## src/rtl/imem_line_responder.sv

```systemverilog
// imem_line_responder
//   Responder end of the fetch-stage instruction-memory port. Single-word
//   fetches are served from a one-line (32 B) buffer; a miss refills the
//   line with a 4-beat, 64-bit burst read from backing memory.
//
// Ports
//   clk, rst              clock (rising edge), async active-high reset
//   imem_req/addr/rmask   fetch request, sampled only in IDLE
//   imem_rdata/resp       registered response, resp is a 1-cycle pulse
//   bmem_addr/read        burst request (32 B aligned), read is a pulse
//   bmem_ready            backing memory accepts a request this cycle
//   bmem_rdata/rvalid     burst beats, in address order, gaps allowed
module imem_line_responder (
  input  logic        clk,
  input  logic        rst,
  input  logic        imem_req,
  input  logic [31:0] imem_addr,
  input  logic [3:0]  imem_rmask,
  output logic [31:0] imem_rdata,
  output logic        imem_resp,
  output logic [31:0] bmem_addr,
  output logic        bmem_read,
  input  logic        bmem_ready,
  input  logic [63:0] bmem_rdata,
  input  logic        bmem_rvalid
);

  typedef enum logic [1:0] {IDLE, ISSUE, FILL} state_t;

  state_t       state, state_next;
  logic         line_valid;
  logic [26:0]  line_tag;
  logic [255:0] line_data;
  logic [31:2]  req_addr;
  logic [3:0]   req_mask;
  logic [1:0]   beat_cnt;

  logic         hit;
  logic         fill_last;
  logic [255:0] line_filled;
  logic [31:0]  hit_word;
  logic [31:0]  fill_word;

  function automatic logic [31:0] mask_word(input logic [31:0] w, input logic [3:0] m);
    logic [31:0] r;
    r = '0;
    for (int unsigned i = 0; i < 4; i++)
      if (m[i]) r[8*i +: 8] = w[8*i +: 8];
    return r;
  endfunction

  always_comb begin
    hit         = line_valid && (imem_addr[31:5] == line_tag);
    hit_word    = line_data[{imem_addr[4:2], 5'b0} +: 32];
    // The last beat is not yet in line_data when the response is formed,
    // so the response word is taken from the line with beat 3 spliced in.
    line_filled = {bmem_rdata, line_data[191:0]};
    fill_word   = line_filled[{req_addr[4:2], 5'b0} +: 32];
    fill_last   = (state == FILL) && bmem_rvalid && (beat_cnt == 2'd3);
  end

  always_comb begin
    state_next = state;
    bmem_read  = 1'b0;
    case (state)
      IDLE:  if (imem_req && !hit) state_next = ISSUE;
      ISSUE: if (bmem_ready) begin
               bmem_read  = 1'b1;
               state_next = FILL;
             end
      FILL:  if (fill_last) state_next = IDLE;
      default: state_next = IDLE;
    endcase
  end

  assign bmem_addr = {req_addr[31:5], 5'b0};

  always_ff @(posedge clk or posedge rst) begin
    if (rst) state <= IDLE;
    else     state <= state_next;
  end

  always_ff @(posedge clk or posedge rst) begin
    if (rst) begin
      imem_resp  <= 1'b0;
      imem_rdata <= '0;
      line_valid <= 1'b0;
      line_tag   <= '0;
      req_addr   <= '0;
      req_mask   <= '0;
      beat_cnt   <= '0;
    end else begin
      imem_resp <= 1'b0;
      case (state)
        IDLE: begin
          if (imem_req) begin
            if (hit) begin
              imem_resp  <= 1'b1;
              imem_rdata <= mask_word(hit_word, imem_rmask);
            end else begin
              req_addr   <= imem_addr[31:2];
              req_mask   <= imem_rmask;
              line_valid <= 1'b0;
              beat_cnt   <= '0;
            end
          end
        end
        FILL: begin
          if (bmem_rvalid) begin
            // 2-bit counter wraps 3->0 exactly as the FSM leaves FILL
            beat_cnt <= beat_cnt + 2'd1;
            if (beat_cnt == 2'd3) begin
              line_valid <= 1'b1;
              line_tag   <= req_addr[31:5];
              imem_resp  <= 1'b1;
              imem_rdata <= mask_word(fill_word, req_mask);
            end
          end
        end
        default: ;
      endcase
    end
  end

  // Line storage needs no reset; line_valid guards its contents.
  always_ff @(posedge clk) begin
    if ((state == FILL) && bmem_rvalid)
      line_data[{beat_cnt, 6'b0} +: 64] <= bmem_rdata;
  end

endmodule

```

## config.mk

```make
export PLATFORM = sky130hd
export DESIGN_NAME = imem_line_responder
export DESIGN_NICKNAME = d
export VERILOG_FILES = /design/src/rtl/imem_line_responder.sv
export SDC_FILE = /design/constraint.sdc
export NUM_CORES = 1
export LEC_CHECK = 0
export CAP_MARGIN = 20
export CORE_ASPECT_RATIO = 0.8
export CORE_UTILIZATION = 42
export DETAILED_ROUTE_END_ITERATION = 6
export GPL_TIMING_DRIVEN = 0
export SYNTH_ARGS = -nofsm -noshare
export SYNTH_HDL_FRONTEND = slang
export SYNTH_SLANG_ARGS = --single-unit
```

## constraint.sdc

```tcl
create_clock -name clk -period 4.6 [get_ports clk]
set_input_delay 0.69 -clock clk [delete_from_list [all_inputs] [get_ports clk]]
set_output_delay 0.69 -clock clk [all_outputs]
set_load 0.005 [all_outputs]
```

==> results of run 1 <==
[metal layers]
layer,share of wire (%),vias up,wire length [microns],track usage [%]
li1,-,4792,-,-
met1,43,5821,22970,35.90
met5,0.024,-,13,0
met3,9.1,94,4854,6.296
met4,2.8,2,1497,7.416
met2,45,516,24190,37.65
[cell families (layout without fill, tap and decap cells)]
kind of cell,count (synthesis),count (layout),synth area share (%)
AND/OR/NAND/NOR,372,372,11.87
flip-flops,355,355,56.88
multiplexers,258,258,24.49
buffers and inverters,112,350,3.277
AO/OA/AOI/OAI,45,45,1.723
XOR/XNOR,27,27,1.323
adder cells (fa/ha/maj),6,6,0.4201
other,1,5,0.02099
[cells in the final DEF, fill, tap and decap left out, types with 5 or more instances in the layout]
master and instances:
and2_1 256, edfxtp_1 256, clkdlybuf4s50_1 159, mux4_2 128
dfrtp_1 99, nand2_1 90, mux2i_1 64, clkbuf_1 56
clkbuf_16 40, mux2_2 37, o22ai_1 32, buf_4 32
mux2_4 29, xnor2_1 27, buf_2 18, buf_1 13
nand4_1 7, clkbuf_8 7, buf_6 6, ha_1 6
inv_1 5, conb_1 5
[power by group through the flow]
| stage | sequential, W | combinational (W) | clock [W] |
|---|---|---|---|
| floorplan | 0.00431 | 0.00254 | 0 |
| global placement | 0.00436 | 0.00413 | 0 |
| detailed placement | 0.00437 | 0.00422 | 0 |
| CTS | 0.00430 | 0.00424 | 0.00307 |
| global route | 0.00436 | 0.00446 | 0.00319 |
| finish | 0.00431 | 0.00423 | 0.00303 |
[cells in the mapped netlist (2+ instances only)]
cell type	n	area share (%)
o21ai_0	2	0.056
o22ai_1	32	1.1
nor3_1	2	0.056
buf_4	32	1.3
nor3b_1	3	0.13
clkbuf_1	40	0.84
nand4_1	7	0.25
ha_1	6	0.42
mux2_2	37	2.3
edfxtp_1	256	43
and2_1	256	9.0
nor2_1	2	0.042
mux2_4	29	2.4
mux2i_1	64	3.6
nand2_1	90	1.9
a21oi_2	2	0.098
inv_1	6	0.13
mux4_2	128	16
xnor2_1	27	1.3
nand2b_1	2	0.070
dfrtp_1	99	14
a21oi_1	3	0.084
buf_1	13	0.27
and3_1	5	0.18
buf_6	3	0.19
buf_2	18	0.50
[sequential cells by signal, summed over array words and instances, names as in the netlist]
signal / count
beat_cnt: 2
imem_rdata: 32
imem_resp: 1
line_data: 256
line_tag: 27
line_valid: 1
req_addr: 30
req_mask: 4
state: 2
[worst min-delay path by stage]
stage	slack [ps]	end	depth (start not counted)	from
after detailed placement	480	line_tag[13]$_DFFE_PP0P_	2	req_addr[18]$_DFFE_PP0P_
after global routing	500	imem_rdata[3]$_DFFE_PP0P_	2	rst
after CTS	490	imem_resp$_DFF_PP0_	2	rst
final	490	imem_rdata[3]$_DFFE_PP0P_	2	rst
after global placement	470	line_tag[23]$_DFFE_PP0P_	2	req_addr[28]$_DFFE_PP0P_
after floorplan	460	line_tag[0]$_DFFE_PP0P_	2	req_addr[5]$_DFFE_PP0P_
[per-stage QoR]
stage               setup slack [ps]  hold WS, ps
floorplan                       1320        458.1
global placement              -815.7        471.8
detailed placement              1399        478.2
CTS                             1442        485.2
global route                    1249        497.1
finish                          1429        485.5
[worst max-delay path, cell delays in order (launching register included)]
cell	delay, ps
dfrtp_1	520
inv_1	230
ha_1	420
nor3b_2	790
clkbuf_1	840
and2_1	230
[layout make-up]
class	instances	area, sq um
well taps	552	690.7
fillers	3582	20330
clock buffers	63	1157
repair buffers	167	1748
clock inverters	8	56.30
plain buffers	106	563.0
flip-flops and latches	355	10160
inverters	6	27.53
multi-input cells	713	7174
==> metrics.md, run 1 <==
| Metric | Value |
|---|---|
| GRT Util Overall | 25.04% |
| Post-synth ARST share | 27.89% |
| Die ar. | 43,380 sq um |
| Height of the die | about 190 microns |
| Upper clock frequency limit | 0.3154 GHz |
| Postcts setup bufs | 0 |
| Initial antenna violation count | 5 |
| P_int | a little under 0.008 W |
| Via-to-Cell Ratio | about 5.7 |
| Share of post-route cells with drive strength above 1 | 22.78% |
| P_leak | slightly above 8 nW |
| Number of non-filler instances in the completed layout | 1,970 |
| Cell area after layout | 21,580 sq um |
| Placed Cells | 1,899 |
| Die width | around 230 microns |
| Top FF cell, synth | edfxtp_1 |
| Via count | 11,230 |
| Area Growth Syn to Fin | 20.77% |
| Setup-failing EPs final | 0 |
| Final nets | 1,499 |
| Resized cells post-CTS | 0 |
| Setup crit end | line_data[40]$_DFFE_PP_ |
| Req. time, crit path | around 5000 ps |
| I/O Buffers | ~160 |
| R2r setup slk | 1430 ps |
| Initial core utilization | 42.63% |
| Maximum number of pins on one net before global-route repair | 79 |
| Clk buf depth | 3 |
| Fin crit period | 3171 ps |
| Reg-to-Reg End | line_data[40]$_DFFE_PP_ |
| RSZ-0062 raised after global routing | no |
| CTS sink cnt | around 360 |
| Worst reg-to-reg path cell count | 5 |
| Row count | 67 |
| CTS H-Tree Depth | 2 |
| PwrDens | 536.0 nW/um^2 |
| Total wire length | 53.53 mm |
| Syn_area_per_cell | 15.20 sq um |
| Syn Inst Count | 1,176 |
| Clock Skew | 20.86 ps |
| # IOs | about 170 |
| Total congestion overflow | 0 |
| Worst-Margin Slew | approximately 1200 ps |
| DRC | 0 |
| Clock Latency Late Sink | 550 ps |
| Count of pins over their slew limit | 0 |
| First-pass GRT wire length | 77.22 mm |
| Worst setup path start | beat_cnt[0]$_DFFE_PP0P_ |
| Synth cell types | 38 |
| CTS tree | built |
| Syn Std Cell Area | approximately 18,000 sq um |
| Startpoint types | flop |
| Net Sw Frac | between 30 and 40% |
| Reg2Reg Launch Point | beat_cnt[0]$_DFFE_PP0P_ |
| Fin util | 51.49% |
| Number of synthesized flops with an enable pin | 256 |
| CP Class | reg -> reg |
| DRT iter0 DRCs | 1,129 |
| N_diodes | 0 |
| Max Cap Viol | 0 |
| Max_slew headroom | about 20% |
| Gate power share | 36.6% |
| Routability congestion estimate | 0.7898 |
| IR drop worst, VDD | 0.2943 mV |
| CTS clk-pin slew, worst paths | 60 ps |
| Drt wl/cell | about 27 microns |
| Vias in the first global route | approximately 11,000 |
| Placed inst area | about 20,000 sq um |
| Final Power | 0.01157 W |
| CTS Buf Count | 39 |
| Hold Path Class | in -> async |
| Detailed Routing Iterations Pass 1 | 5 |
| Yosys reg bits | about 360 |
| Hold Violations, Final | 0 |
| Status | finished clean |
| HPWL Detailed | 35.10 mm |
| Critical Path Fanout Max | 10 |
| Clock share of power | between 20% and 30% |
| Switching pwr | 0.003799 W |
| Clock Root Buffer | clkbuf_16 |
| Core area | 41,920 sq um |
| CP Data Arrival Time | 3580 ps |
| Final period util | roughly 69% |
| Sequential power share | 37.2% |
| Post-DRT Antenna Nets | 0 |
| Synth warn | 0 |
| Final TNS setup | 0 ps |
| Sequential element share of the synthesized area | 56.88% |
| Setup crit end kind | flop |
| Cts hold-fix bufs | 0 |
Note: power is estimated with default switching activity, not from simulation.
==> run 2, diff against run 1 <==
==> constraint.sdc (replaced) <==
create_clock -name clk -period 3.2 [get_ports clk]
set_input_delay 0.48 -clock clk [delete_from_list [all_inputs] [get_ports clk]]
set_output_delay 0.48 -clock clk [all_outputs]
set_load 0.005 [all_outputs]
==> run 2 against run 1 <==
  * The flow now finishes with violations (negative setup slack)
  * Sequential power is 44% higher
  * Total power grew 44%
  * Cell count stayed put
  * Register-to-register slack got worse by 1400 ps
==> metrics.md, run 2 (synthesized netlist as in run 1, its figures left out) <==
| Metric | Value |
|---|---|
| RSZ-0062 raised after global routing | yes |
| Reg-to-Reg End | line_data[45]$_DFFE_PP_ |
| Routability congestion estimate | 0.7898 (unchanged) |
| Max Cap Viol | 0 (unchanged) |
| CTS clk-pin slew, worst paths | 60 ps (about the same) |
| Setup-failing EPs final | 1 (+1) |
| CTS H-Tree Depth | 2 (unchanged) |
| Via-to-Cell Ratio | 5.699 (about the same) |
| Fin util | 51.51% (about the same) |
| First-pass GRT wire length | 77.22 mm (unchanged) |
| P_leak | 8.266 nW (about the same) |
| Clk buf depth | 3 (unchanged) |
| # IOs | 171 (unchanged) |
| Failing checks | negative setup slack |
| R2r setup slk | -6 ps (-1430 ps) |
| HPWL Detailed | 35.10 mm (unchanged) |
| Cts hold-fix bufs | 0 (unchanged) |
| Height of the die | 186.5 microns (unchanged) |
| Final period util | 100.2% (+31 points) |
| I/O Buffers | 159 (unchanged) |
| Postcts setup bufs | 0 (unchanged) |
| Status | complete, but fails checks |
| Setup crit end kind | flop |
| Max_slew headroom | 19.67% (-0.52 points) |
| Total congestion overflow | 0 (unchanged) |
| DRT iter0 DRCs | 1,165 (+3.2%) |
| Fillers | 3,579 (-0.084%) |
| Worst setup path start | beat_cnt[0]$_DFFE_PP0P_ |
| PwrDens | 770.4 nW/um^2 (+44%) |
| CP Class | reg -> reg |
| Top flop regs | line_data x256, imem_rdata x32, req_addr x30 |
| Reg2Reg Launch Point | beat_cnt[0]$_DFFE_PP0P_ |
| CTS Buf Count | 39 (unchanged) |
| Final TNS setup | -5.640 ps (-5.640 ps) |
| Vias in the first global route | 11,460 (unchanged) |
| Initial core utilization | 42.63% (unchanged) |
| DRC | 0 (unchanged) |
| Startpoint types | flop |
| Share of post-route cells with drive strength above 1 | 22.85% (+0.071 points) |
| Final nets | 1,499 (unchanged) |
| Setup crit end | line_data[45]$_DFFE_PP_ |
| Area Growth Syn to Fin | 20.82% (about the same) |
| Die width | 232.6 microns (unchanged) |
| Upper clock frequency limit | 0.3120 GHz (-1.1%) |
| Hold Path Class | in -> async |
| Req. time, crit path | 3600 ps (-1410 ps) |
| Post-DRT Antenna Nets | 0 (unchanged) |
| Most flop-heavy register | line_data |
| IR drop worst, VDD | 0.4233 mV (+44%) |
| Worst reg-to-reg path cell count | 5 (unchanged) |
| Clock Latency Late Sink | 550 ps (about the same) |
| Drt wl/cell | 27.14 microns (-0.13%) |
| Most frequent cells in the layout | 256 x and2_1, 256 x edfxtp_1, 159 x clkdlybuf4s50_1 |
| Via count | 11,230 (+0.027%) |
| Critical Path Fanout Max | 10 (unchanged) |
| N_diodes | 0 (unchanged) |
| Fin crit period | 3206 ps (+34.82 ps) |
| CP Data Arrival Time | 3610 ps (+30 ps) |
| Initial antenna violation count | 5 (unchanged) |
| Core area | 41,920 sq um (unchanged) |
| Row count | 67 (unchanged) |
| Hold Violations, Final | 0 (unchanged) |
| Worst-Margin Slew | 1205 ps (+7.759 ps) |
| CTS tree | built |
| Maximum number of pins on one net before global-route repair | 79 (unchanged) |
| Count of pins over their slew limit | 0 (unchanged) |
| Clock Skew | 17.10 ps (-3.765 ps) |
| Clock Root Buffer | clkbuf_16 |
| Detailed Routing Iterations Pass 1 | 5 (unchanged) |
| CTS sink cnt | 355 (unchanged) |
| Final WS setup | -5.640 ps (-1435 ps) |
| Max reg flops | 256 (unchanged) |
| Die ar. | 43,380 sq um (unchanged) |
| GRT Util Overall | 25.04% (unchanged) |
| Total wire length | 53.46 mm (-0.13%) |
==> run 2: what timing repair did <==
action                                  CTS  global route
endpoints found under the setup margin    0            41
resized for setup                         0             6
hold endpoints to repair                  0             0
==> run 2: worst min path at each step <==
stage                             startpoint                   endpoint  slack (ps)  cells after the start
finish                                   rst  imem_rdata[3]$_DFFE_PP0P_         280                      2
detailed placement  req_addr[18]$_DFFE_PP0P_   line_tag[13]$_DFFE_PP0P_         480                      2
global placement    req_addr[28]$_DFFE_PP0P_   line_tag[23]$_DFFE_PP0P_         470                      2
CTS                                      rst        imem_resp$_DFF_PP0_         280                      2
global route                             rst  imem_rdata[3]$_DFFE_PP0P_         290                      2
floorplan            req_addr[5]$_DFFE_PP0P_    line_tag[0]$_DFFE_PP0P_         460                      2
==> run 2: area by class of cell <==
type | instances | area [sq um] | share of cell area [%]
plain buffers | 106 | 570.5 | 2.643
clock buffers | 63 | 1157 | 5.361
multi-input cells | 713 | 7174 | 33.23
flip-flops and latches | 355 | 10160 | 47.08
clock inverters | 8 | 56.30 | 0.2608
well taps | 552 | 690.7 | 3.199
repair buffers | 167 | 1748 | 8.096
inverters | 6 | 27.53 | 0.1275
==> run 2: layer usage <==
layer / track usage (%) / vias up / share of wire, % / routed length (microns)
li1: - / 4790 / - / -
met1: 35.90 / 5874 / 43 / 23050
met2: 37.65 / 479 / 45 / 24260
met3: 6.296 / 83 / 8.9 / 4741
met4: 7.416 / 2 / 2.6 / 1394
met5: 0 / - / 0.024 / 13
==> run 2: stage by stage <==
step                      power [W]  std cells  hold WS, ps  cell area, sq um  worst slack (ps)
after detailed placement    0.01235       1899        478.2             20370             77.31
after floorplan            0.009849       1180        458.1             17880             129.6
after global routing        0.01727       1970        287.1             21590            -71.60
after CTS                   0.01669       1970        275.2             21580             41.90
after global placement      0.01221       1891        471.8             20170             -2006
final                       0.01663       1970        275.7             21590            -5.640
==> run 2: power by group <==
part / internal, W / switching, W / total [W]
clock network: 0.00248 / 0.00188 / 0.00436
registers: 0.00580 / 0.000393 / 0.00619
logic: 0.00289 / 0.00319 / 0.00608
total: 0.0112 / 0.00546 / 0.0166
==> run 2: worst max-delay path, cell delays in order (launching register included) <==
cell and delay (ps):
dfrtp_1 530, inv_1 230, ha_1 410, nor3b_2 840, clkbuf_1 800, and2_1 240
==> run 3, diff against run 2 <==
--- a/config.mk
+++ b/config.mk
@@ -10,6 +10,7 @@
 export CORE_UTILIZATION = 42
 export DETAILED_ROUTE_END_ITERATION = 6
 export GPL_TIMING_DRIVEN = 0
+export SETUP_SLACK_MARGIN = 0.02
 export SYNTH_ARGS = -nofsm -noshare
 export SYNTH_HDL_FRONTEND = slang
 export SYNTH_SLANG_ARGS = --single-unit
==> run 3 against run 2 <==
  * The run now ends clean
  * Worst setup slack improved by 120 ps
  * Worst hold slack got worse by 5.8 ps
  * Via count fell by 0.37%
  * Total power rose by 0.11%
  * Routed wire length barely moved
  * Fmax rose by 3.8%
  * Sequential share of layout area barely moved
  * Sequential cell count did not move
==> metrics.md, run 3 (synthesized netlist as in run 1, its figures left out) <==
| Metric | Value |
|---|---|
| Status | finished clean |
| P_leak | 8.278 nW (+0.15%) |
| Final TNS setup | 0 ps (+5.640 ps) |
| CTS tree | built |
| R2r setup slk | 110 ps (+120 ps) |
| Row count | 67 (unchanged) |
| Clock Latency Late Sink | 550 ps (about the same) |
| Cell area after layout | 21,600 sq um (about the same) |
| Number of non-filler instances in the completed layout | 1,970 (unchanged) |
| Startpoint types | flop |
| Sequential power share | 37.2% (about the same) |
| Clock share of power | 26.2% (about the same) |
| Detailed Routing Iterations Pass 1 | 5 (unchanged) |
| Total wire length | 53.47 mm (about the same) |
| Placed Cells | 1,899 (unchanged) |
| Max_slew headroom | 21.37% (+1.7 points) |
| Drt wl/cell | 27.14 microns (about the same) |
| Final Power | 0.01665 W (+0.11%) |
| Initial antenna violation count | 4 (-1) |
| Post-DRT Antenna Nets | 0 (unchanged) |
| Critical Path Fanout Max | 10 (unchanged) |
| First-pass GRT wire length | 77.22 mm (unchanged) |
| Final nets | 1,499 (unchanged) |
| Top flop regs | line_data x256, imem_rdata x32, req_addr x30 |
| FF+latch area | 10,160 sq um (unchanged) |
| Via count | 11,190 (-0.37%) |
| Critical path, cell by cell | inv_1 > ha_1 > nor3b_2 > buf_6 > clkdlybuf4s15_1 > and2_1 |
| Setup-failing EPs final | 0 (-1) |
| Area Growth Syn to Fin | 20.90% (about the same) |
| Most frequent cells in the layout | 256 x and2_1, 256 x edfxtp_1, 159 x clkdlybuf4s50_1 |
| I/O Buffers | 159 (unchanged) |
| Setup crit end kind | flop |
| Max Cap Viol | 0 (unchanged) |
| Area taken by multi-input logic gates | 7181 sq um (about the same) |
| Upper clock frequency limit | 0.3237 GHz (+3.8%) |
| Cts hold-fix bufs | 0 (unchanged) |
| Fin crit period | 3089 ps (-116.2 ps) |
| CTS Buf Count | 39 (unchanged) |
| CP bufs+invs | 3 (+1) |
| HPWL Detailed | 35.10 mm (unchanged) |
| N_diodes | 0 (unchanged) |
| Placed inst area | 20,370 sq um (unchanged) |
| Die width | 232.6 microns (unchanged) |
| DRC | 0 (unchanged) |
| Hold Path Class | in -> async |
| Total congestion overflow | 0 (unchanged) |
| Most flop-heavy register | line_data |
| GRT Util Overall | 25.04% (unchanged) |
| # IOs | 171 (unchanged) |
| CTS sink cnt | 355 (unchanged) |
| Final period util | 96.54% (-3.6 points) |
| Gate power share | 36.7% (about the same) |
| Clk buf depth | 3 (unchanged) |
| Hold Violations, Final | 0 (unchanged) |
| Clock Skew | 19.05 ps (+1.952 ps) |
| CP Data Arrival Time | 3500 ps (-110 ps) |
| Switching pwr | 0.005463 W (+0.10%) |
| Die ar. | 43,380 sq um (unchanged) |
| Worst-Margin Slew | 1180 ps (-25.43 ps) |
| Delay of the slowest cell on the worst path | 680 ps (-160 ps) |
| PwrDens | 770.7 nW/um^2 (about the same) |
| Fillers | 3,574 (-0.14%) |
| RSZ-0062 raised after global routing | yes |
| DRT iter0 DRCs | 1,071 (-8.1%) |
| Vias in the first global route | 11,460 (unchanged) |
| Routability congestion estimate | 0.7898 (unchanged) |
| CTS clk-pin slew, worst paths | 60 ps (about the same) |
| Via-to-Cell Ratio | 5.678 (-0.37%) |
| P_int | 0.01119 W (+0.12%) |
| Hold slack | 269.8 ps (-5.819 ps) |
| Initial core utilization | 42.63% (unchanged) |
| Core area | 41,920 sq um (unchanged) |
| Crit-path leading delay family | buffers and inverters |
| CTS H-Tree Depth | 2 (unchanged) |
| Maximum number of pins on one net before global-route repair | 79 (unchanged) |
| Max reg flops | 256 (unchanged) |
| Share of post-route cells with drive strength above 1 | 22.99% (+0.14 points) |
| CP Class | reg -> reg |
| Worst-path cell with the longest stage delay | clkdlybuf4s15_1 |
| Height of the die | 186.5 microns (unchanged) |
| Net Sw Frac | 32.81% (about the same) |
| IR drop worst, VDD | 0.4206 mV (-0.64%) |
| Clock Root Buffer | clkbuf_16 |
| Count of pins over their slew limit | 0 (unchanged) |
| Req. time, crit path | 3610 ps (about the same) |
## run 3: cell types whose count changed in the layout (fill, tap and decap cells not counted), sizes merged
cell           change
clkbuf             -1
clkdlybuf4s15      +1
## run 3: per-layer routing
| layer | track usage [%] | vias up | share of wire (%) |
|---|---|---|---|
| li1 | - | 4791 | - |
| met1 | 35.90 | 5817 | 43 |
| met2 | 37.65 | 481 | 45 |
| met3 | 6.296 | 95 | 9.1 |
| met4 | 7.416 | 2 | 2.7 |
| met5 | 0 | - | 0.024 |
## run 3: repair_timing
item | 4_1_cts | 5_1_grt
gates resized for setup | 0 | 15
setup buffers | 0 | 0
endpoints found under the setup margin | 0 | 55
## run 3: layout make-up
type	instances	area share, %
flip-flops and latches	355	47.05
multi-input cells	713	33.24
repair buffers	167	8.091
clock buffers	63	5.357
well taps	552	3.197
plain buffers	106	2.681
clock inverters	8	0.2606
inverters	6	0.1274
## run 3: metrics by stage
stage / util, % / setup slack [ps]
2_1_floorplan: - / 129.6
3_3_place_gp: 48.11 / -2006
3_5_place_dp: 48.59 / 77.31
4_1_cts: 51.49 / 41.90
5_1_grt: 51.54 / 9.484
6_report: 51.54 / 110.6
## run 3: worst paths after layout
kind / start / endpoint / cells past startpoint
setup / recovery: beat_cnt[0]$_DFFE_PP0P_ / line_data[172]$_DFFE_PP_ / 6
max in group asynchronous: rst / line_tag[17]$_DFFE_PP0P_ / 3
min in group clk: bmem_rvalid / beat_cnt[1]$_DFFE_PP0P_ / 3
hold / removal: rst / imem_rdata[3]$_DFFE_PP0P_ / 2
setup reg to reg: beat_cnt[0]$_DFFE_PP0P_ / line_data[172]$_DFFE_PP_ / 6
hold reg to reg: req_addr[24]$_DFFE_PP0P_ / line_tag[19]$_DFFE_PP0P_ / 2
## run 3: power by group through the flow
| stage | sequential [W] | combinational (W) | clock (W) |
|---|---|---|---|
| after global routing | 0.00627 | 0.00644 | 0.00458 |
| final | 0.00619 | 0.00610 | 0.00435 |
| after floorplan | 0.00619 | 0.00366 | 0 |
| after detailed placement | 0.00628 | 0.00607 | 0 |
| after global placement | 0.00627 | 0.00594 | 0 |
| after CTS | 0.00619 | 0.00609 | 0.00441 |
